**src/rtl/digit_serial_add_sub_if.sv**
```systemverilog
// Operand/result handshake bundle for digit_serial_add_sub.
// The master drives the operands and out_ready; the slave (the adder) returns the result.
interface digit_serial_add_sub_if #(
  parameter int WIDTH = 16
);
  logic             in_valid;
  logic             in_ready;
  logic [WIDTH-1:0] a;
  logic [WIDTH-1:0] b;
  logic             sub;
  logic             cin;
  logic             out_valid;
  logic             out_ready;
  logic [WIDTH-1:0] sum;
  logic             cout;
  logic             ovf;

  modport master (
    output in_valid, a, b, sub, cin, out_ready,
    input  in_ready, out_valid, sum, cout, ovf
  );

  modport slave (
    input  in_valid, a, b, sub, cin, out_ready,
    output in_ready, out_valid, sum, cout, ovf
  );
endinterface

```
**src/rtl/digit_serial_add_sub.sv**
```systemverilog
// Digit-serial adder/subtractor: one DIGIT-bit ripple slice per clock with a registered
// inter-digit carry, valid/ready on both sides, carry/borrow and signed overflow flags.
module digit_serial_add_sub #(
  parameter int WIDTH = 16,
  parameter int DIGIT = 4
) (
  input logic                  clk,
  input logic                  rst_n,
  digit_serial_add_sub_if.slave bus
);
  localparam int NDIG  = WIDTH / DIGIT;
  localparam int CNT_W = (NDIG > 1) ? $clog2(NDIG) : 1;
  localparam logic [CNT_W-1:0] LAST_CNT = CNT_W'(NDIG - 1);

  if (DIGIT < 1 || (WIDTH % DIGIT) != 0) begin : g_param_check
    $error("digit_serial_add_sub: WIDTH must be a non-zero multiple of DIGIT");
  end

  typedef enum logic [1:0] {S_IDLE, S_RUN, S_DONE} state_t;

  state_t           r_state;
  state_t           w_state_nxt;
  logic             w_in_ready;
  logic             w_out_valid;
  logic             w_accept;
  logic             w_last;

  logic [WIDTH-1:0] r_a;
  logic [WIDTH-1:0] r_b;
  logic             r_carry;
  logic [CNT_W-1:0] r_cnt;
  logic [WIDTH-1:0] r_sum;
  logic             r_cout;
  logic             r_ovf;

  logic [DIGIT-1:0] w_da;
  logic [DIGIT-1:0] w_db;
  logic [DIGIT:0]   w_dsum;
  logic             w_cmsb;

  // Control: state register and next-state/handshake decode
  always_ff @(posedge clk or negedge rst_n) begin
    if (!rst_n) r_state <= S_IDLE;
    else        r_state <= w_state_nxt;
  end

  assign w_last = (r_cnt == LAST_CNT);

  always_comb begin
    w_state_nxt = r_state;
    w_in_ready  = 1'b0;
    w_out_valid = 1'b0;
    w_accept    = 1'b0;
    case (r_state)
      S_IDLE: begin
        w_in_ready = rst_n;
        w_accept   = bus.in_valid & rst_n;
        if (w_accept) w_state_nxt = S_RUN;
      end
      S_RUN: begin
        if (w_last) w_state_nxt = S_DONE;
      end
      S_DONE: begin
        w_out_valid = 1'b1;
        if (bus.out_ready) w_state_nxt = S_IDLE;
      end
      default: w_state_nxt = S_IDLE;
    endcase
  end

  // Digit slice: operands shift right so the active digit is always the low DIGIT bits
  assign w_da   = r_a[DIGIT-1:0];
  assign w_db   = r_b[DIGIT-1:0];
  assign w_dsum = {1'b0, w_da} + {1'b0, w_db} + {{DIGIT{1'b0}}, r_carry};
  // On the last digit the slice MSB is the word MSB; its carry-in is recovered from a^b^s
  assign w_cmsb = w_da[DIGIT-1] ^ w_db[DIGIT-1] ^ w_dsum[DIGIT-1];

  always_ff @(posedge clk) begin
    if (w_accept) begin
      r_a <= bus.a;
      r_b <= bus.sub ? ~bus.b : bus.b;
    end else if (r_state == S_RUN) begin
      r_a <= r_a >> DIGIT;
      r_b <= r_b >> DIGIT;
    end
  end

  // Result stage: sum digits enter at the top and walk down into place
  always_ff @(posedge clk or negedge rst_n) begin
    if (!rst_n) begin
      r_carry <= 1'b0;
      r_cnt   <= '0;
      r_sum   <= '0;
      r_cout  <= 1'b0;
      r_ovf   <= 1'b0;
    end else if (w_accept) begin
      r_carry <= bus.sub | bus.cin;
      r_cnt   <= '0;
    end else if (r_state == S_RUN) begin
      r_sum   <= (r_sum >> DIGIT) | (WIDTH'(w_dsum[DIGIT-1:0]) << (WIDTH - DIGIT));
      r_carry <= w_dsum[DIGIT];
      r_cnt   <= r_cnt + 1'b1;
      if (w_last) begin
        r_cout <= w_dsum[DIGIT];
        r_ovf  <= w_cmsb ^ w_dsum[DIGIT];
      end
    end
  end

  assign bus.in_ready  = w_in_ready;
  assign bus.out_valid = w_out_valid;
  assign bus.sum       = r_sum;
  assign bus.cout      = r_cout;
  assign bus.ovf       = r_ovf;
endmodule
```
**src/flat_wrapper.sv**
```systemverilog
// flat-port wrapper written by rule: the top's interface ports become plain ports
module digit_serial_add_sub_flat 
#(
  parameter int WIDTH = 16,
  parameter int DIGIT = 4
)
  (clk, rst_n, bus_in_valid, bus_a, bus_b, bus_sub, bus_cin, bus_out_ready, bus_in_ready, bus_out_valid, bus_sum, bus_cout, bus_ovf);
  digit_serial_add_sub_if #(.WIDTH(WIDTH)) bus_i ();
  input logic clk;
  input logic rst_n;
  input wire logic [$bits(bus_i.in_valid)-1:0] bus_in_valid;
  input wire logic [$bits(bus_i.a)-1:0] bus_a;
  input wire logic [$bits(bus_i.b)-1:0] bus_b;
  input wire logic [$bits(bus_i.sub)-1:0] bus_sub;
  input wire logic [$bits(bus_i.cin)-1:0] bus_cin;
  input wire logic [$bits(bus_i.out_ready)-1:0] bus_out_ready;
  output wire logic [$bits(bus_i.in_ready)-1:0] bus_in_ready;
  output wire logic [$bits(bus_i.out_valid)-1:0] bus_out_valid;
  output wire logic [$bits(bus_i.sum)-1:0] bus_sum;
  output wire logic [$bits(bus_i.cout)-1:0] bus_cout;
  output wire logic [$bits(bus_i.ovf)-1:0] bus_ovf;
  assign bus_i.in_valid = bus_in_valid;
  assign bus_i.a = bus_a;
  assign bus_i.b = bus_b;
  assign bus_i.sub = bus_sub;
  assign bus_i.cin = bus_cin;
  assign bus_i.out_ready = bus_out_ready;
  assign bus_in_ready = bus_i.in_ready;
  assign bus_out_valid = bus_i.out_valid;
  assign bus_sum = bus_i.sum;
  assign bus_cout = bus_i.cout;
  assign bus_ovf = bus_i.ovf;
  digit_serial_add_sub #(.WIDTH(WIDTH), .DIGIT(DIGIT)) u_core (.clk(clk), .rst_n(rst_n), .bus(bus_i));
endmodule
```
**config.mk**
```make
export PLATFORM = sky130hd
export DESIGN_NAME = digit_serial_add_sub_flat
export DESIGN_NICKNAME = d
export VERILOG_FILES = /design/src/rtl/digit_serial_add_sub_if.sv /design/src/rtl/digit_serial_add_sub.sv /design/src/flat_wrapper.sv
export SDC_FILE = /design/constraint.sdc
export NUM_CORES = 1
export LEC_CHECK = 0
export ABC_AREA = 1
export CAP_MARGIN = 20
export CORE_MARGIN = 5
export CORE_UTILIZATION = 50
export DETAILED_ROUTE_END_ITERATION = 16
export HOLD_SLACK_MARGIN = 0.02
export MAX_ROUTING_LAYER = met4
export PLACE_DENSITY = 0.8
export SYNTH_ARGS = -nofsm -noshare
export SYNTH_HDL_FRONTEND = slang
export SYNTH_SLANG_ARGS = --single-unit
```
**constraint.sdc**
```tcl
create_clock -name clk -period 2.5 [get_ports clk]
set_input_delay 0.375 -clock clk [delete_from_list [all_inputs] [get_ports clk]]
set_output_delay 0.375 -clock clk [all_outputs]
set_load 0.01 [all_outputs]
```
==> results by group <==
Clocking
  • Clock transition at path regs: approximately 90 ps
  • Hold buffers post-CTS: 0
  • Worst-Skew Late Latency: around 300 ps
  • Root buffer cell: clkbuf_8
  • CTS H-tree depth: 2
  • CTS max path bufs: 2
  • Setup Fix Bufs, Post-CTS: 0
  • Post-CTS sizing: 0
  • Clk sinks: 55
  • Cts bufs inserted: 5
  • CTS tree: built

Synth
  • Cell taking the most area after synthesis: edfxtp_1
  • Mapped Cells: ~260
  • Register bit total from synthesis: 55
  • Post-synth cell types: 25
  • Syn_nets: between 300 and 400
  • Cell area after synthesis: roughly 2700 um^2
  • Synthesized area per cell: between 10 and 15 um^2
  • Post-synth top area share: between 30% and 40%
  • Synth warnings: 0
  • Synth top area cells: edfxtp_1 36%, dfrtp_1 22%, nand2_1 14%
  • Sequential area share after synthesis: about 58%

Floorplanning
  • I/O pins: 58
  • Row Count: 26
  • Die span in x: just over 80 um
  • Core Region: 5140 um^2
  • Initial core utilization: about half
  • Die area: between 6000 and 7000 um^2
  • Die H: between 80 and 90 um

Worst setup path
  • Max Fanout on Critical Path: 3
  • Slowest stage cell on the critical path: clkdlybuf4s50_1
  • Setup crit end: bus_in_ready
  • Most common cell on crit path: clkdlybuf4s50_1
  • R2R cell count: 10
  • CP Data Required Time: ~2100 ps
  • Crit path cell chain: clkdlybuf4s50_1, inv_1, nor2_1, clkdlybuf4s50_1
  • Slowest stage delay, CP: 560 ps
  • Critical path endpoint category: primary output
  • Worst setup path startpoint: rst_n
  • Worst Setup Start Kind: input pin
  • Reg2Reg Launch Point: u_core.r_carry$_DFFE_PN0P_
  • Arr. time, crit path: about 1700 ps
  • Worst r2r dst: u_core.bus.ovf$_DFFE_PN0P_
  • Flop-to-flop setup slack: 750 ps
  • Critical path class: in -> out

Placement
  • GPL Wtd Cong: about 0.75
  • DPL Wire Length: between 3 and 4 mm
  • I/O Buffers: 57

Global route
  • Vias in the first global route: approximately 1900
  • Initial antenna violation count: 0
  • GRT Util Overall: 15.0%
  • Total grt overflow: 0
  • Largest net degree at the start of global routing: 46
  • First-pass GRT wire length: 8.27 mm

Timing
  • Crit share post-route: roughly four fifths
  • Fin crit period: approximately 2000 ps
  • RSZ-0062 raised after global routing: no
  • Worst Max-Slew Pin Slew: between 300 and 400 ps
  • Setup Viol. Count Final: 0
  • Fmax: between 400 and 500 MHz
  • Slew margin rel.: approximately 77%
  • Worst Hold Slack: about 470 ps
  • Hold Vio Cnt, Final: 0
  • Clock Skew: ~4.7 ps
  • Setup tns final: 0 ps
  • Fin. max-slew vios: 0

Route
  • Total wire length: about 4.8 mm
  • Drc violations: 0
  • Via density: between 4 and 5
  • Post-DR wirelength/cell: around 12 um
  • Initial DRC count: 99
  • Antenna-violating nets left: 0
  • DRT Pass-1 Iters: 4
  • Vias post-DR: 1867

Layout
  • Most frequent cells in the layout: 100 x nand2_1, 57 x clkdlybuf4s50_1, 32 x edfxtp_1
  • Layout cells sized above 1: between 10% and 20%
  • Layout Area Growth over Synthesis: 25.3%
  • # nets final: approximately 360
  • Diode count: 0
  • End-of-flow core utilization: roughly two thirds
  • Most common cell after layout, fill and taps aside: nand2_1

Hold path
  • Hold crit path type: reg -> reg

Power and ir drop
  • Clock power frac: between 10% and 20%
  • Seq pwr share: approximately 43%
  • Leak Pwr: about 1.5 nW
  • Internal: ~0.0025 W
  • Maximum vdd ir drop: around 0.00056 V
  • Switching Fraction: 37.1%
  • Power share of the combinational group: between 40% and 50%
  • PwrDens: ~1200 nW/um^2
  • Net Sw Power: between 0.001 and 0.0015 W

Run
  • Max cap viols: 0

Outcome
  • Result of the run: finished clean
==> power by group through the flow <==
stage	sequential, W	clock (W)	combinational [W]
after CTS	0.00175	0.000488	0.00184
after global placement	0.00174	0	0.00175
after floorplan	0.00178	0	0.00121
after global routing	0.00179	0.000531	0.00206
after detailed placement	0.00177	0	0.00183
final	0.00174	0.000474	0.00180
==> worst max-delay path, delay by kind of cell <==
kind	cells	cell delay, ps
and+or+nand+nor	1	120
buffers and inverters	3	1180
==> cell type report <==
class | instances | area [um^2]
Fill cell | 460 | 1800
Clock buffer | 8 | 80.1
Sequential cell | 55 | 1540
Inverter | 21 | 83.8
Tap cell | 70 | 87.6
Multi-Input combinational cell | 175 | 943
Timing Repair Buffer | 61 | 613
==> Yosys cell counts <==
| master | count |
|---|---|
| nor2_1 | 13 |
| xnor2_1 | 16 |
| dfrtp_1 | 23 |
| o21ai_1 | 2 |
| nand3b_1 | 1 |
| or2_2 | 1 |
| clkinv_1 | 1 |
| nand2_2 | 1 |
| o31ai_1 | 1 |
| nand3_1 | 6 |
| nor2_2 | 1 |
| nor2_8 | 1 |
| nand2_1 | 100 |
| inv_6 | 1 |
| a21oi_1 | 1 |
| o21ai_0 | 9 |
| o21ai_2 | 14 |
| edfxtp_1 | 32 |
| buf_6 | 8 |
| fa_1 | 2 |
| inv_2 | 3 |
| nand2_4 | 2 |
| ha_1 | 4 |
| inv_1 | 16 |
| buf_4 | 2 |
==> sequential cells by signal, indices dropped and copies added (netlist names) <==
name / count
u_core.bus.sum: 16
u_core.r_a: 16
u_core.r_b: 16
u_core.r_cnt: 2
u_core.r_state: 2
u_core.bus.cout: 1
u_core.bus.ovf: 1
u_core.r_carry: 1
==> per-layer routing <==
layer / global-route usage [%] / up-vias / wire [um]
li1: - / 943 / -
met1: 16.2 / 860 / 2000
met2: 27.3 / 59 / 2440
met3: 4.26 / 5 / 328
met4: 3.57 / 0 / 31
met5: - / - / 0
==> kinds of logic after synthesis <==
family / after synthesis / share of synthesized area (%)
buffers and inverters: 31 / 7.08
AND/OR/NAND/NOR: 126 / 19.6
AO/OA/AOI/OAI: 27 / 7.13
XOR/XNOR: 16 / 5.25
adder cells (fa/ha/maj): 6 / 3.38
flip-flops: 55 / 57.6
==> worst min path at each step <==
stage	to	slack [ps]	from	cells past startpoint
after floorplan	u_core.bus.cout$_DFFE_PN0P_	80	rst_n	0
after global placement	u_core.bus.sum[2]$_DFFE_PN0P_	450	u_core.bus.sum[2]$_DFFE_PN0P_	2
after detailed placement	u_core.bus.sum[1]$_DFFE_PN0P_	460	u_core.bus.sum[1]$_DFFE_PN0P_	2
after CTS	u_core.bus.sum[1]$_DFFE_PN0P_	480	u_core.bus.sum[1]$_DFFE_PN0P_	2
after global routing	u_core.bus.sum[0]$_DFFE_PN0P_	520	u_core.bus.sum[0]$_DFFE_PN0P_	2
final	u_core.bus.sum[1]$_DFFE_PN0P_	470	u_core.bus.sum[1]$_DFFE_PN0P_	2
==> stage by stage <==
stage               cells  power [W]  cell area, um^2  worst slack (ps)
finish                390    0.00402             3340               459
CTS                   390    0.00407             3340               436
detailed placement    382    0.00360             3260               395
floorplan             261    0.00299             2670               712
global route          390    0.00438             3340               380
global placement      382    0.00349             3260               419
(Power assumes the default switching activity.)
